File: config.mk
export PLATFORM = sky130hd
export DESIGN_NAME = iagc_cmd_decoder_flat
export DESIGN_NICKNAME = d
export VERILOG_FILES = /design/src/rtl/iagc_cmd_if.sv /design/src/rtl/iagc_cmd_decoder.sv /design/src/flat_wrapper.sv
export SDC_FILE = /design/constraint.sdc
export NUM_CORES = 1
export LEC_CHECK = 0
export BUFFER_PORTS_ARGS = -buffer_cell sky130_fd_sc_hd__buf_2
export CORE_ASPECT_RATIO = 1.2
export CORE_UTILIZATION = 45
export CTS_BUF_LIST = sky130_fd_sc_hd__clkbuf_4
export DETAILED_ROUTE_END_ITERATION = 10
export PLACE_DENSITY = 0.73
export SLEW_MARGIN = 20
export SYNTH_ARGS = -nofsm -noshare
export SYNTH_HDL_FRONTEND = slang
export SYNTH_SLANG_ARGS = --single-unit
File: constraint.sdc
create_clock -name i_clock -period 5.75 [get_ports i_clock]
set_input_delay 1.15 -clock i_clock [delete_from_list [all_inputs] [get_ports i_clock]]
set_output_delay 1.15 -clock i_clock [all_outputs]
set_load 0.03 [all_outputs]
File: src/rtl/iagc_cmd_if.sv
// iagc_cmd_if
// Bundles the byte stream from the UART receiver, the IAGC FSM status, and
// the decoded-command outputs of iagc_cmd_decoder.
//   i_rx_data / i_rx_valid : received byte and its one-cycle strobe
//   i_status               : current IAGC FSM state code
//   o_cmd_valid            : a decoded command is pending
//   o_cmd_operation        : opcode of the last accepted command
//   o_cmd_parameter        : parameter of the last accepted command
//   o_frame_err            : one-cycle pulse, bad checksum or inter-byte timeout
//   o_overrun              : one-cycle pulse, good frame dropped while one was pending
//   o_err_count            : saturating count of frame_err plus overrun events
// Modports: slave = decoder side, master = driver of bytes/status.
interface iagc_cmd_if #(
    parameter int STATUS_SIZE    = 4,
    parameter int CMD_PARAM_SIZE = 4
);
    logic [7:0]                i_rx_data;
    logic                      i_rx_valid;
    logic [STATUS_SIZE-1:0]    i_status;
    logic                      o_cmd_valid;
    logic [CMD_PARAM_SIZE-1:0] o_cmd_operation;
    logic [CMD_PARAM_SIZE-1:0] o_cmd_parameter;
    logic                      o_frame_err;
    logic                      o_overrun;
    logic [7:0]                o_err_count;

    modport slave (
        input  i_rx_data, i_rx_valid, i_status,
        output o_cmd_valid, o_cmd_operation, o_cmd_parameter,
               o_frame_err, o_overrun, o_err_count
    );

    modport master (
        output i_rx_data, i_rx_valid, i_status,
        input  o_cmd_valid, o_cmd_operation, o_cmd_parameter,
               o_frame_err, o_overrun, o_err_count
    );
endinterface

File: src/rtl/iagc_cmd_decoder.sv
// iagc_cmd_decoder
// Decodes three-byte host frames {SYNC_BYTE, CMD, ~CMD} from the UART receiver
// and presents {operation, parameter} plus a valid flag to the IAGC control FSM.
// The valid flag is held until the FSM reports STATUS_CMD_PARSE.
// Ports:
//   i_clock   : system clock, rising edge
//   i_reset_n : asynchronous active-low reset
//   bus       : iagc_cmd_if.slave (byte stream in, status in, command/error out)
module iagc_cmd_decoder #(
    parameter int                     STATUS_SIZE      = 4,
    parameter int                     CMD_PARAM_SIZE   = 4,
    parameter logic [7:0]             SYNC_BYTE        = 8'hA5,
    parameter logic [STATUS_SIZE-1:0] STATUS_CMD_PARSE = 4'b0100,
    parameter int                     TIMEOUT_CYCLES   = 100000,
    parameter int                     TIMEOUT_W        = 17
) (
    input  logic       i_clock,
    input  logic       i_reset_n,
    iagc_cmd_if.slave  bus
);

    typedef enum logic [1:0] {
        WAIT_SYNC = 2'd0,
        WAIT_CMD  = 2'd1,
        WAIT_CHK  = 2'd2
    } state_t;

    localparam logic [TIMEOUT_W-1:0] TMO_LAST = TIMEOUT_W'(TIMEOUT_CYCLES - 1);

    function automatic logic [7:0] sat_inc(input logic [7:0] v);
        return (v == 8'hFF) ? v : v + 8'd1;
    endfunction

    state_t                    state_q, state_d;
    logic [TIMEOUT_W-1:0]      tmo_q, tmo_d;
    logic [7:0]                cmd_shadow_p0;
    logic                      vld_p1, vld_d;
    logic [CMD_PARAM_SIZE-1:0] cmd_op_p1;
    logic [CMD_PARAM_SIZE-1:0] cmd_param_p1;
    logic                      frame_err_p1, frame_err_d;
    logic                      overrun_p1, overrun_d;
    logic [7:0]                err_cnt_p1;
    logic                      accept, take, release_cmd;

    always_comb begin
        state_d     = state_q;
        tmo_d       = tmo_q;
        accept      = 1'b0;
        frame_err_d = 1'b0;
        case (state_q)
            WAIT_SYNC: begin
                tmo_d = '0;
                if (bus.i_rx_valid && bus.i_rx_data == SYNC_BYTE)
                    state_d = WAIT_CMD;
            end
            WAIT_CMD, WAIT_CHK: begin
                // An arriving byte always wins over a coincident timeout.
                if (bus.i_rx_valid) begin
                    tmo_d = '0;
                    if (state_q == WAIT_CMD) begin
                        state_d = WAIT_CHK;
                    end else begin
                        state_d = WAIT_SYNC;
                        if (bus.i_rx_data == ~cmd_shadow_p0)
                            accept = 1'b1;
                        else
                            frame_err_d = 1'b1;
                    end
                end else if (tmo_q == TMO_LAST) begin
                    tmo_d       = '0;
                    state_d     = WAIT_SYNC;
                    frame_err_d = 1'b1;
                end else begin
                    tmo_d = tmo_q + 1'b1;
                end
            end
            default: begin
                state_d = WAIT_SYNC;
                tmo_d   = '0;
            end
        endcase

        // Release is evaluated before accept, so a frame completing on the
        // acknowledge cycle replaces the pending command instead of overrunning.
        release_cmd = vld_p1 && (bus.i_status == STATUS_CMD_PARSE);
        overrun_d   = accept && vld_p1 && !release_cmd;
        take        = accept && !overrun_d;
        vld_d       = take || (vld_p1 && !release_cmd);
    end

    // Stage p0: CMD byte shadow (data only, no reset needed)
    always_ff @(posedge i_clock) begin
        if (bus.i_rx_valid && state_q == WAIT_CMD)
            cmd_shadow_p0 <= bus.i_rx_data;
    end

    // Stage p1: parser state, registered command and error outputs
    always_ff @(posedge i_clock or negedge i_reset_n) begin
        if (!i_reset_n) begin
            state_q      <= WAIT_SYNC;
            tmo_q        <= '0;
            vld_p1       <= 1'b0;
            cmd_op_p1    <= '0;
            cmd_param_p1 <= '0;
            frame_err_p1 <= 1'b0;
            overrun_p1   <= 1'b0;
            err_cnt_p1   <= 8'h00;
        end else begin
            state_q      <= state_d;
            tmo_q        <= tmo_d;
            vld_p1       <= vld_d;
            frame_err_p1 <= frame_err_d;
            overrun_p1   <= overrun_d;
            if (take) begin
                cmd_op_p1    <= cmd_shadow_p0[7:4];
                cmd_param_p1 <= cmd_shadow_p0[3:0];
            end
            // frame_err and overrun are mutually exclusive, so one step suffices.
            if (frame_err_d || overrun_d)
                err_cnt_p1 <= sat_inc(err_cnt_p1);
        end
    end

    assign bus.o_cmd_valid     = vld_p1;
    assign bus.o_cmd_operation = cmd_op_p1;
    assign bus.o_cmd_parameter = cmd_param_p1;
    assign bus.o_frame_err     = frame_err_p1;
    assign bus.o_overrun       = overrun_p1;
    assign bus.o_err_count     = err_cnt_p1;

endmodule
File: src/flat_wrapper.sv
// flat-port wrapper written by rule: the top's interface ports become plain ports
module iagc_cmd_decoder_flat 
#(
    parameter int                     STATUS_SIZE      = 4,
    parameter int                     CMD_PARAM_SIZE   = 4,
    parameter logic [7:0]             SYNC_BYTE        = 8'hA5,
    parameter logic [STATUS_SIZE-1:0] STATUS_CMD_PARSE = 4'b0100,
    parameter int                     TIMEOUT_CYCLES   = 100000,
    parameter int                     TIMEOUT_W        = 17
)
  (i_clock, i_reset_n, bus_i_rx_data, bus_i_rx_valid, bus_i_status, bus_o_cmd_valid, bus_o_cmd_operation, bus_o_cmd_parameter, bus_o_frame_err, bus_o_overrun, bus_o_err_count);
  iagc_cmd_if #(.STATUS_SIZE(STATUS_SIZE), .CMD_PARAM_SIZE(CMD_PARAM_SIZE)) bus_i ();
  input  logic i_clock;
  input  logic i_reset_n;
  input wire logic [$bits(bus_i.i_rx_data)-1:0] bus_i_rx_data;
  input wire logic [$bits(bus_i.i_rx_valid)-1:0] bus_i_rx_valid;
  input wire logic [$bits(bus_i.i_status)-1:0] bus_i_status;
  output wire logic [$bits(bus_i.o_cmd_valid)-1:0] bus_o_cmd_valid;
  output wire logic [$bits(bus_i.o_cmd_operation)-1:0] bus_o_cmd_operation;
  output wire logic [$bits(bus_i.o_cmd_parameter)-1:0] bus_o_cmd_parameter;
  output wire logic [$bits(bus_i.o_frame_err)-1:0] bus_o_frame_err;
  output wire logic [$bits(bus_i.o_overrun)-1:0] bus_o_overrun;
  output wire logic [$bits(bus_i.o_err_count)-1:0] bus_o_err_count;
  assign bus_i.i_rx_data = bus_i_rx_data;
  assign bus_i.i_rx_valid = bus_i_rx_valid;
  assign bus_i.i_status = bus_i_status;
  assign bus_o_cmd_valid = bus_i.o_cmd_valid;
  assign bus_o_cmd_operation = bus_i.o_cmd_operation;
  assign bus_o_cmd_parameter = bus_i.o_cmd_parameter;
  assign bus_o_frame_err = bus_i.o_frame_err;
  assign bus_o_overrun = bus_i.o_overrun;
  assign bus_o_err_count = bus_i.o_err_count;
  iagc_cmd_decoder #(.STATUS_SIZE(STATUS_SIZE), .CMD_PARAM_SIZE(CMD_PARAM_SIZE), .SYNC_BYTE(SYNC_BYTE), .STATUS_CMD_PARSE(STATUS_CMD_PARSE), .TIMEOUT_CYCLES(TIMEOUT_CYCLES), .TIMEOUT_W(TIMEOUT_W)) u_core (.i_clock(i_clock), .i_reset_n(i_reset_n), .bus(bus_i));
endmodule
# --- After elaboration in Yosys (flattened, before gate mapping) ---
# Cells that the tools add are included.
word_totals:
  register_bits: 46
  output_inout_bits: 19
  word_cells: 54
op_classes:
  add_sub_neg: 2
  eq_ne: 9
  muxes: 17
  bitwise_logic: 2
  reduce_logical: 15
ops:
  columns: ["op", "n"]
  rows:
  - ["17-bit 2-to-1 mux", 3]
  - ["17-bit by 1-bit adder with 17-bit output, second input constant", 1]
  - ["17-bit equality test, second input constant", 1]
  - ["8-bit equality test, second input constant", 2]
  - ["1-bit 2-to-1 mux", 9]
  - ["8-bit by 1-bit adder with 8-bit output, second input constant", 1]
  - ["8-bit equality test", 1]
  - ["2-bit 2-to-1 mux", 4]
  - ["8-bit NOT", 1]
  - ["1-bit logical AND", 7]
  - ["4-bit by 3-bit equality test with 1-bit output, second input constant", 1]
  - ["2-bit case mux with 2 select lines", 1]
  - ["2-bit AND reduction", 2]
  - ["3-bit by 2-bit != test with 1-bit output, second input constant", 1]
  - ["2-bit by 1-bit equality test with 1-bit output, second input constant", 1]
  - ["2-bit equality test, second input constant", 1]
  - ["1-bit logical NOT", 2]
  - ["2-bit logical NOT", 1]
  - ["1-bit logical OR", 2]
  - ["2-bit by 1-bit != test with 1-bit output, second input constant", 1]
  - ["2-bit OR reduction", 1]
  - ["1-bit NOT", 1]

# --- Depth between registers and ports, before layout ---
# Gate-level depths: netlist (run 1).
depth:
  depth_word: 11
  ltp_mapped: 8
  depth_no_buf: 8

# --- Least setup slack after synthesis (run 1) ---
# No wires, ideal clock.
synth_path:
  kind: "input port to flip-flop"
  startpoint: "in bus_i_status[1]"
  endpoint: "reg u_core.err_cnt_p1[1], in the netlist u_core.bus.o_err_count[1]"
  setup_ns: 0.125
  arrival_time_ns: 2.354
  setup_slack_ns: 3.271
  path_stages: 4
  n_path_buf: 0
  path_cell_list: "o41ai_4 -> a31oi_1 -> o21ai_4 -> mux2_2"
synth_between:
  elab_chain_len: 6
synth_lines:
  columns: ["item", "line_no", "rtl"]
  rows:
  - ["start, declared", "flat_wrapper.sv:17", "input wire logic [$bits(bus_i.i_status)-1:0] bus_i_status;"]
  - ["4-bit by 3-bit equality test with 1-bit output", "iagc_cmd_decoder.sv:85", "release_cmd = vld_p1 && (bus.i_status == STATUS_CMD_PARSE);"]
  - ["1-bit logical AND", "iagc_cmd_decoder.sv:85", null]
  - ["1-bit logical NOT", "iagc_cmd_decoder.sv:86", "overrun_d = accept && vld_p1 && !release_cmd;"]
  - ["1-bit logical AND", "iagc_cmd_decoder.sv:86", null]
  - ["1-bit logical OR", "iagc_cmd_decoder.sv:119", "if (frame_err_d || overrun_d)"]
  - ["2-bit AND reduction (no source line)", null, null]
  - ["end signal, assigned", "iagc_cmd_decoder.sv:120", "err_cnt_p1 <= sat_inc(err_cnt_p1);"]
  - ["end, declared", "iagc_cmd_decoder.sv:42", "logic [7:0] err_cnt_p1;"]
# No other way between the ends.
# A chain may end at the register's enable or synchronous reset.

# --- Worst setup path after layout (run 1) ---
layout_path:
  startpoint: "in bus_i_rx_data[6]"
  endpoint: "reg u_core.err_cnt_p1[1], in the netlist u_core.bus.o_err_count[1]"
layout_between:
  elab_chain_len: 9
  word_cells_on_any_way: 13
  cone_classes: "eq/ne (1); mux (8); reduce/logical (4)"
layout_lines:
  columns: ["item", "line_no", "rtl"]
  rows:
  - ["start, declared", "flat_wrapper.sv:15", "input wire logic [$bits(bus_i.i_rx_data)-1:0] bus_i_rx_data;"]
  - ["8-bit equality test (*)", "iagc_cmd_decoder.sv:64", "if (bus.i_rx_data == ~cmd_shadow_p0)"]
  - ["1-bit 2-to-1 mux", "iagc_cmd_decoder.sv:64", null]
  - ["1-bit 2-to-1 mux", "iagc_cmd_decoder.sv:60", "if (state_q == WAIT_CMD) begin"]
  - ["1-bit 2-to-1 mux", "iagc_cmd_decoder.sv:58", "if (bus.i_rx_valid) begin"]
  - ["1-bit 2-to-1 mux", "iagc_cmd_decoder.sv:50", "case (state_q)"]
  - ["1-bit logical AND (2 in a row)", "iagc_cmd_decoder.sv:86", null]
  - ["1-bit logical OR (*)", "iagc_cmd_decoder.sv:119", null]
  - ["2-bit AND reduction (no source line) (*)", null, null]
# Every way passes the cells marked *; elsewhere a longest branch is shown, timed or not.

==> flow_metrics.py, run 1 <==
metrics = {
    "outcome": {
        "status": "finished clean",
    },
    "logic_synthesis": {
        "yosys_warnings": 0,
        "synth_edf_count": 8,
        "yosys-top-cells-count": "dfrtp_1, nor2_1, nand2_1",
        "syn_area_per_cell_um2": 11.95,
        "syn_area_um2": 2187,
        "ys.flop_type": "dfrtp_1",
        "ys_seq_elements": 46,
        "synth_top_cell_area_share_pct": 43.48,
        "syn_inst": 183,
        "ys_seq_area_share_pct": 54.46,
        "yosysMostFrequentCell": "dfrtp_1",
        "ys_top_cells_by_area": "dfrtp_1, edfxtp_1, xor2_1",
        "syn-num-nets": 204,
        "yosys.cell_types.count": 38,
        "synth_top_area_cell": "dfrtp_1",
        "async_flop_share_pct": 82.61,
    },
    "floorplan": {
        "start_util_pct": 47.26,
        "row_count": 27,
        "coreArea_um2": 4628,
        "ios": 34,
        "die_height_um": 78.37,
        "die_w_um": 65.64,
        "die_area_um2": 5144,
    },
    "routing": {
        "dr.pass1.iters": 4,
        "antenna_left": 0,
        "finalWirelength_mm": 3.618,
        "vias": 1474,
        "drcViolationCount": 0,
        "post_drt_wl_per_cell_um": 12.88,
        "via_per_inst": 5.246,
        "drtIter0Drc": 37,
    },
    "placed_design": {
        "place.port_buffers": 33,
        "placed_area_um2": 2421,
        "dpl.hpwl_mm": 2.602,
        "dp_slack_ns": 2.992,
        "place_inst": 273,
        "place_congestion": 0.8221,
    },
    "clock_tree": {
        "cts-htree-levels": 2,
        "clkTransAtPathRegs_ns": 0.13,
        "hold_buffers": 0,
        "clockRootBuffer": "clkbuf_4",
        "cts_resized": 0,
        "clkSinkCount": 46,
        "cts_tree": "yes",
        "post-cts-setup-buffers": 0,
        "cts_buffers": 5,
        "clock_latency_ns": 0.35,
        "cts_buffer_depth": 2,
    },
    "cells_and_area": {
        "fin_area_um2": 2522,
        "final_net_count": 243,
        "fillers": 410,
        "area_delta_synth_final_pct": 15.33,
        "drive_gt1_share_pct": 27.35,
        "finalNonFillerCells": 281,
        "antenna_cells": 0,
    },
    "power": {
        "vdd_drop_max_mv": 0.1777,
        "power_density_nw_per_um2": 348.8,
        "leakagePower_nw": 1.169,
    },
    "timing": {
        "final.period_utilization_pct": 42.05,
        "rsz0062_at_grt": "no",
        "finalSetupViolCount": 0,
        "fin_hold_ws_ns": 0.4952,
        "fin_skew_ns": 0.01321,
        "worst_slew_pin_slew_ns": 0.8261,
        "clock.fmax_mhz": 413.6,
        "fin_setup_tns_ns": 0,
        "worst_slack_ns": 3.332,
        "final_hold_viol_count": 0,
        "finalMaxSlewViolations": 0,
        "relSlewSlack_pct": 44.93,
        "min_period_ns": 2.418,
    },
    "setup_path": {
        "reg2reg_slack_ns": 3.61,
        "crit_path_end": "u_core.bus.o_err_count[1]",
        "critPathRequiredTime_ns": 6.00,
        "startpoint_type": "primary input",
        "cp-end-kind": "flop",
        "cp.arrival_ns": 2.67,
        "criticalPathCategory": "in2reg",
        "r2r_cells": 6,
        "critPathMaxFanout": 8,
        "rr_endpoint": "u_core.state_q[0]",
        "worstReg2RegStart": "u_core.tmo_q[0]",
        "crit_start": "bus_i_rx_data[6]",
    },
    "global_routing": {
        "gr-total-overflow": 0,
        "grt_max_degree": 39,
        "grt_pass1_wl_mm": 6.251,
        "grt_util_all_layers_pct": 15.91,
        "first_global_vias": 1412,
        "antenna_found_initial": 0,
    },
    "worst_hold_path": {
        "hold_path.class": "reg2reg",
    },
    "flow_run": {
        "drv_cap": 0,
    },
}
==> cell families after synthesis <==
family / Yosys count / synth area share, %
AOI/OAI and AO/OA: 12 / 4.634
xor gates and xnor gates: 27 / 10.81
adders and majority gates: 6 / 3.432
buffers and inverters: 6 / 1.030
DFF: 46 / 54.46
muxes: 10 / 5.149
and+or+nand+nor: 76 / 20.48
==> cell type report <==
class / instances / area [µm²] / share of cell area, %
Clock buffer: 5 / 37.54 / 1.488
Clock inverter: 3 / 63.81 / 2.530
Inverter: 5 / 18.77 / 0.7440
Multi-Input combinational cell: 131 / 973.4 / 38.59
Sequential cell: 46 / 1191 / 47.22
Tap cell: 58 / 72.57 / 2.877
Timing Repair Buffer: 33 / 165.2 / 6.548
==> through the flow <==
step           total power (W)  utilization, %
2_1_floorplan        0.0005852               -
3_3_place_gp         0.0006468           52.31
3_5_place_dp         0.0006532           52.31
4_1_cts              0.0008874           54.50
5_1_grt              0.0009292           54.50
6_report             0.0008797           54.50
==> registers in the layout, summed over array words and instances, names as in the netlist <==
| name | flops |
|---|---|
| u_core.state_q | 2 |
| u_core.bus.o_cmd_valid | 1 |
| u_core.tmo_q | 17 |
| u_core.cmd_shadow_p0 | 8 |
| u_core.bus.o_cmd_parameter | 4 |
| u_core.bus.o_cmd_operation | 4 |
| u_core.bus.o_err_count | 8 |
| u_core.bus.o_frame_err | 1 |
| u_core.bus.o_overrun | 1 |
==> placed cells by master (no fill, tap or decap), drive strengths merged, types with 6 or more instances in the layout <==
cell type and count:
nand2 17, nand3 10, mux2 10, edfxtp 8, ha 6, xor2 15, xnor2 12, dfrtp 38
nor2 20, buf 33
==> report_power, final <==
part | internal [W] | switching [W] | leakage [nW] | total [W]
sequential | 0.000380 | 0.0000375 | 0.594 | 0.000418
clock | 0.000134 | 0.0000995 | 0.0528 | 0.000234
combinational | 0.0000813 | 0.000147 | 0.522 | 0.000229
total | 0.000595 | 0.000284 | 1.17 | 0.000880
==> worst min path at each step <==
| stage | from | end | slack, ns | cells past startpoint |
|---|---|---|---|---|
| finish | u_core.bus.o_err_count[5] | u_core.bus.o_err_count[5] | 0.50 | 1 |
| global route | u_core.bus.o_err_count[5] | u_core.bus.o_err_count[5] | 0.52 | 1 |
| CTS | u_core.tmo_q[0] | u_core.tmo_q[0] | 0.50 | 1 |
| detailed placement | u_core.bus.o_err_count[5] | u_core.bus.o_err_count[5] | 0.48 | 1 |
| global placement | u_core.bus.o_err_count[5] | u_core.bus.o_err_count[5] | 0.48 | 1 |
| floorplan | u_core.tmo_q[0] | u_core.tmo_q[0] | 0.46 | 1 |
==> layer usage <==
| layer | track usage [%] | vias to the layer above | share of wire (%) |
|---|---|---|---|
| li1 | - | 714 | - |
| met1 | 20.38 | 724 | 46 |
| met2 | 25.61 | 30 | 49 |
| met3 | 4.070 | 6 | 3.4 |
| met4 | 5.870 | 0 | 1.5 |
| met5 | 0 | - | 0 |
==> worst max-delay path, stage by stage <==
cell and delay [ns]:
buf_2 0.12, xnor2_1 0.12, nor4_1 0.39, a31oi_1 0.22
o21ai_4 0.30, mux2_2 0.37
(Power assumes the default switching activity.)
==> inputs of run 2 (changes only) <==
--- a/config.mk
+++ b/config.mk
@@ -5,12 +5,13 @@
 export SDC_FILE = /design/constraint.sdc
 export NUM_CORES = 1
 export LEC_CHECK = 0
+export ABC_AREA = 1
 export BUFFER_PORTS_ARGS = -buffer_cell sky130_fd_sc_hd__buf_2
 export CORE_ASPECT_RATIO = 1.2
 export CORE_UTILIZATION = 45
 export CTS_BUF_LIST = sky130_fd_sc_hd__clkbuf_4
 export DETAILED_ROUTE_END_ITERATION = 10
-export PLACE_DENSITY = 0.73
+export PLACE_DENSITY = 0.74
 export SLEW_MARGIN = 20
 export SYNTH_ARGS = -nofsm -noshare
 export SYNTH_HDL_FRONTEND = slang
==> constraint.sdc (replaced) <==
create_clock -name i_clock -period 2.15 [get_ports i_clock]
set_input_delay 0.43 -clock i_clock [delete_from_list [all_inputs] [get_ports i_clock]]
set_output_delay 0.43 -clock i_clock [all_outputs]
set_load 0.03 [all_outputs]
==> flow_metrics.py, run 2 <==
metrics = {
    "timing": {
        "fin_setup_tns_ns": 0,
        "final_hold_viol_count": 0,
        "fin_skew_ns": 0.01169,
        "rsz0062_at_grt": "no",
        "final.period_utilization_pct": 85.72,
        "worst_slack_ns": 0.3070,
        "min_period_ns": 1.843,
        "clock.fmax_mhz": 542.6,
        "finalMaxSlewViolations": 0,
        "worst_slew_pin_slew_ns": 0.5418,
        "relSlewSlack_pct": 63.88,
        "finalSetupViolCount": 0,
    },
    "clock_tree": {
        "cts-htree-levels": 2,
        "clock_latency_ns": 0.36,
        "clkTransAtPathRegs_ns": 0.14,
        "cts_resized": 0,
        "cts_buffer_depth": 2,
        "post-cts-setup-buffers": 0,
        "cts_tree": "yes",
        "clkSinkCount": 46,
        "cts_buffers": 5,
        "clockRootBuffer": "clkbuf_4",
        "hold_buffers": 0,
    },
    "logic_synthesis": {
        "syn-num-nets": 315,
        "ys_top_cells_by_area": "dfrtp_1, nand2_1, edfxtp_1",
        "synth-simple-area-share_pct": 33.82,
        "yosysMostFrequentCell": "nand2_1",
        "synth_top_cell_area_share_pct": 38.48,
        "synth_compound_area_share_pct": 4.557,
        "synth-adder-area-share_pct": 3.038,
        "yosys_warnings": 0,
        "synth_edf_count": 8,
        "syn_inst": 294,
        "synth-xor-area-share_pct": 3.544,
        "ys.flop_type": "dfrtp_1",
        "synth.area.mux_share_pct": 0,
        "yosys-top-cells-count": "nand2_1, dfrtp_1, nor2_1",
        "synth_top_area_cell": "dfrtp_1",
        "ys_seq_elements": 46,
        "syn_area_per_cell_um2": 8.405,
        "ys_seq_area_share_pct": 48.20,
        "async_flop_share_pct": 82.61,
        "synth_top_family_by_area": "simple AND/OR/NAND/NOR gates",
        "yosys.cell_types.count": 33,
        "syn_area_um2": 2471,
    },
    "floorplan": {
        "die_area_um2": 5793,
        "ios": 34,
        "coreArea_um2": 5298,
        "die_height_um": 83.18,
        "row_count": 29,
        "die_w_um": 69.65,
        "start_util_pct": 46.65,
    },
    "routing": {
        "via_per_inst": 5.040,
        "dr.pass1.iters": 4,
        "vias": 2001,
        "antenna_left": 0,
        "drtIter0Drc": 134,
        "finalWirelength_mm": 4.770,
        "drcViolationCount": 0,
        "post_drt_wl_per_cell_um": 12.02,
    },
    "cells_and_area": {
        "layout_commonest_cell": "nand2_1",
        "area_delta_synth_final_pct": 12.66,
        "drive_gt1_share_pct": 20.00,
        "antenna_cells": 0,
        "layout.cells.most_common_list": "nand2_1, nor2_1, dfrtp_1",
        "largest_reg_flops": 17,
        "regMostFlops": "u_core.tmo_q",
        "final_net_count": 355,
        "fin_area_um2": 2784,
    },
    "global_routing": {
        "grt_max_degree": 26,
        "grt_pass1_wl_mm": 8.397,
        "grtUsageMet3_pct": 3.762,
        "grt_util_met1_pct": 21.16,
        "grtUsageMet2_pct": 31.86,
        "antenna_found_initial": 0,
        "gr-total-overflow": 0,
        "grt_util_all_layers_pct": 17.98,
        "top_usage_layer": "met2",
        "first_global_vias": 1948,
    },
    "setup_path": {
        "critPathMaxFanout": 9,
        "startpoint_type": "flop",
        "worstReg2RegStart": "u_core.state_q[0]",
        "cp-end-kind": "flop",
        "critPathRequiredTime_ns": 2.42,
        "rr_endpoint": "u_core.bus.o_err_count[6]",
        "cp.arrival_ns": 2.11,
        "criticalPathCategory": "reg2reg",
        "reg2reg_slack_ns": 0.31,
        "r2r_cells": 9,
    },
    "placed_design": {
        "place.port_buffers": 33,
        "dpl.hpwl_mm": 3.647,
        "dp_slack_ns": 0.3063,
        "placed_area_um2": 2706,
        "place_congestion": 0.8673,
    },
    "outcome": {
        "status": "finished clean",
    },
    "power": {
        "power_density_nw_per_um2": 834.2,
        "vdd_drop_max_mv": 0.3231,
        "leakagePower_nw": 1.375,
    },
    "flow_run": {
        "drv_cap": 0,
    },
    "worst_hold_path": {
        "hold_path.class": "in2async",
    },
}
==> run 2: cell count changes in the layout (fill, tap and decap cells not counted), moves of 4 or more <==
cell / before / now
mux2_2: 10 / 0
nand2_1: 17 / 78
xor2_1: 15 / 7
inv_2: 0 / 5
nand4_1: 0 / 8
nor2_1: 19 / 38
or3_1: 4 / 0
xnor2_1: 12 / 3
inv_1: 5 / 34
nand3_1: 9 / 19
nor3_1: 3 / 8
==> run 2: final cells by class <==
type	instances	area, µm²
fillers	505	2514
flip-flops and latches	46	1191
multi-input cells	207	1111
clock inverters	3	40.04
well taps	62	77.57
clock buffers	5	37.54
inverters	39	146.4
repair buffers	35	180.2
==> run 2: critical path: stages, from the launching register on <==
cell and delay, ns:
dfrtp_1 0.43, inv_1 0.08, ha_1 0.28, inv_1 0.09, nor3_2 0.22, nand4_1 0.23, nand3_4 0.19, nand2_4 0.10
nand2_1 0.08, nand2_1 0.05
==> run 2: cells by family after synthesis <==
| family | after synthesis |
|---|---|
| AND/OR/NAND/NOR | 173 |
| flip-flops | 46 |
| buffers and inverters | 41 |
| AO/OA/AOI/OAI | 18 |
| XOR/XNOR | 10 |
| adder cells (fa/ha/maj) | 6 |
==> run 2: worst max-delay path by stage <==
stage / from / to / cells after the start
floorplan: u_core.bus.o_err_count[0] / u_core.bus.o_err_count[3] / 7
global placement: u_core.state_q[0] / u_core.bus.o_err_count[5] / 9
CTS: u_core.state_q[0] / u_core.bus.o_err_count[6] / 9
finish: u_core.state_q[0] / u_core.bus.o_err_count[6] / 9
detailed placement: u_core.state_q[0] / u_core.bus.o_err_count[6] / 9
global route: u_core.state_q[0] / u_core.bus.o_err_count[5] / 9
==> run 2: where the power goes <==
| group | total (W) | switching (W) | internal, W |
|---|---|---|---|
| Sequential | 0.00110 | 0.0000933 | 0.00101 |
| Clock | 0.000523 | 0.000282 | 0.000241 |
| Combinational | 0.000697 | 0.000490 | 0.000207 |
| Total | 0.00232 | 0.000865 | 0.00146 |
==> run 2: metal layers <==
metal  vias to the layer above  wire length [µm]
met3                        11               162
met4                         0                95
li1                       1030                 -
met5                         -                 0
met2                        36              2427
met1                       924              2084
==> run 2: metrics by stage <==
step	hold WS, ns	util (%)	std cells	power (W)
after floorplan	0.1344	-	294	0.001632
after global placement	0.4445	51.09	389	0.001796
after detailed placement	0.4520	51.09	389	0.001823
after CTS	0.04133	52.55	397	0.002349
after global routing	0.04876	52.55	397	0.002490
final	0.02487	52.55	397	0.002322
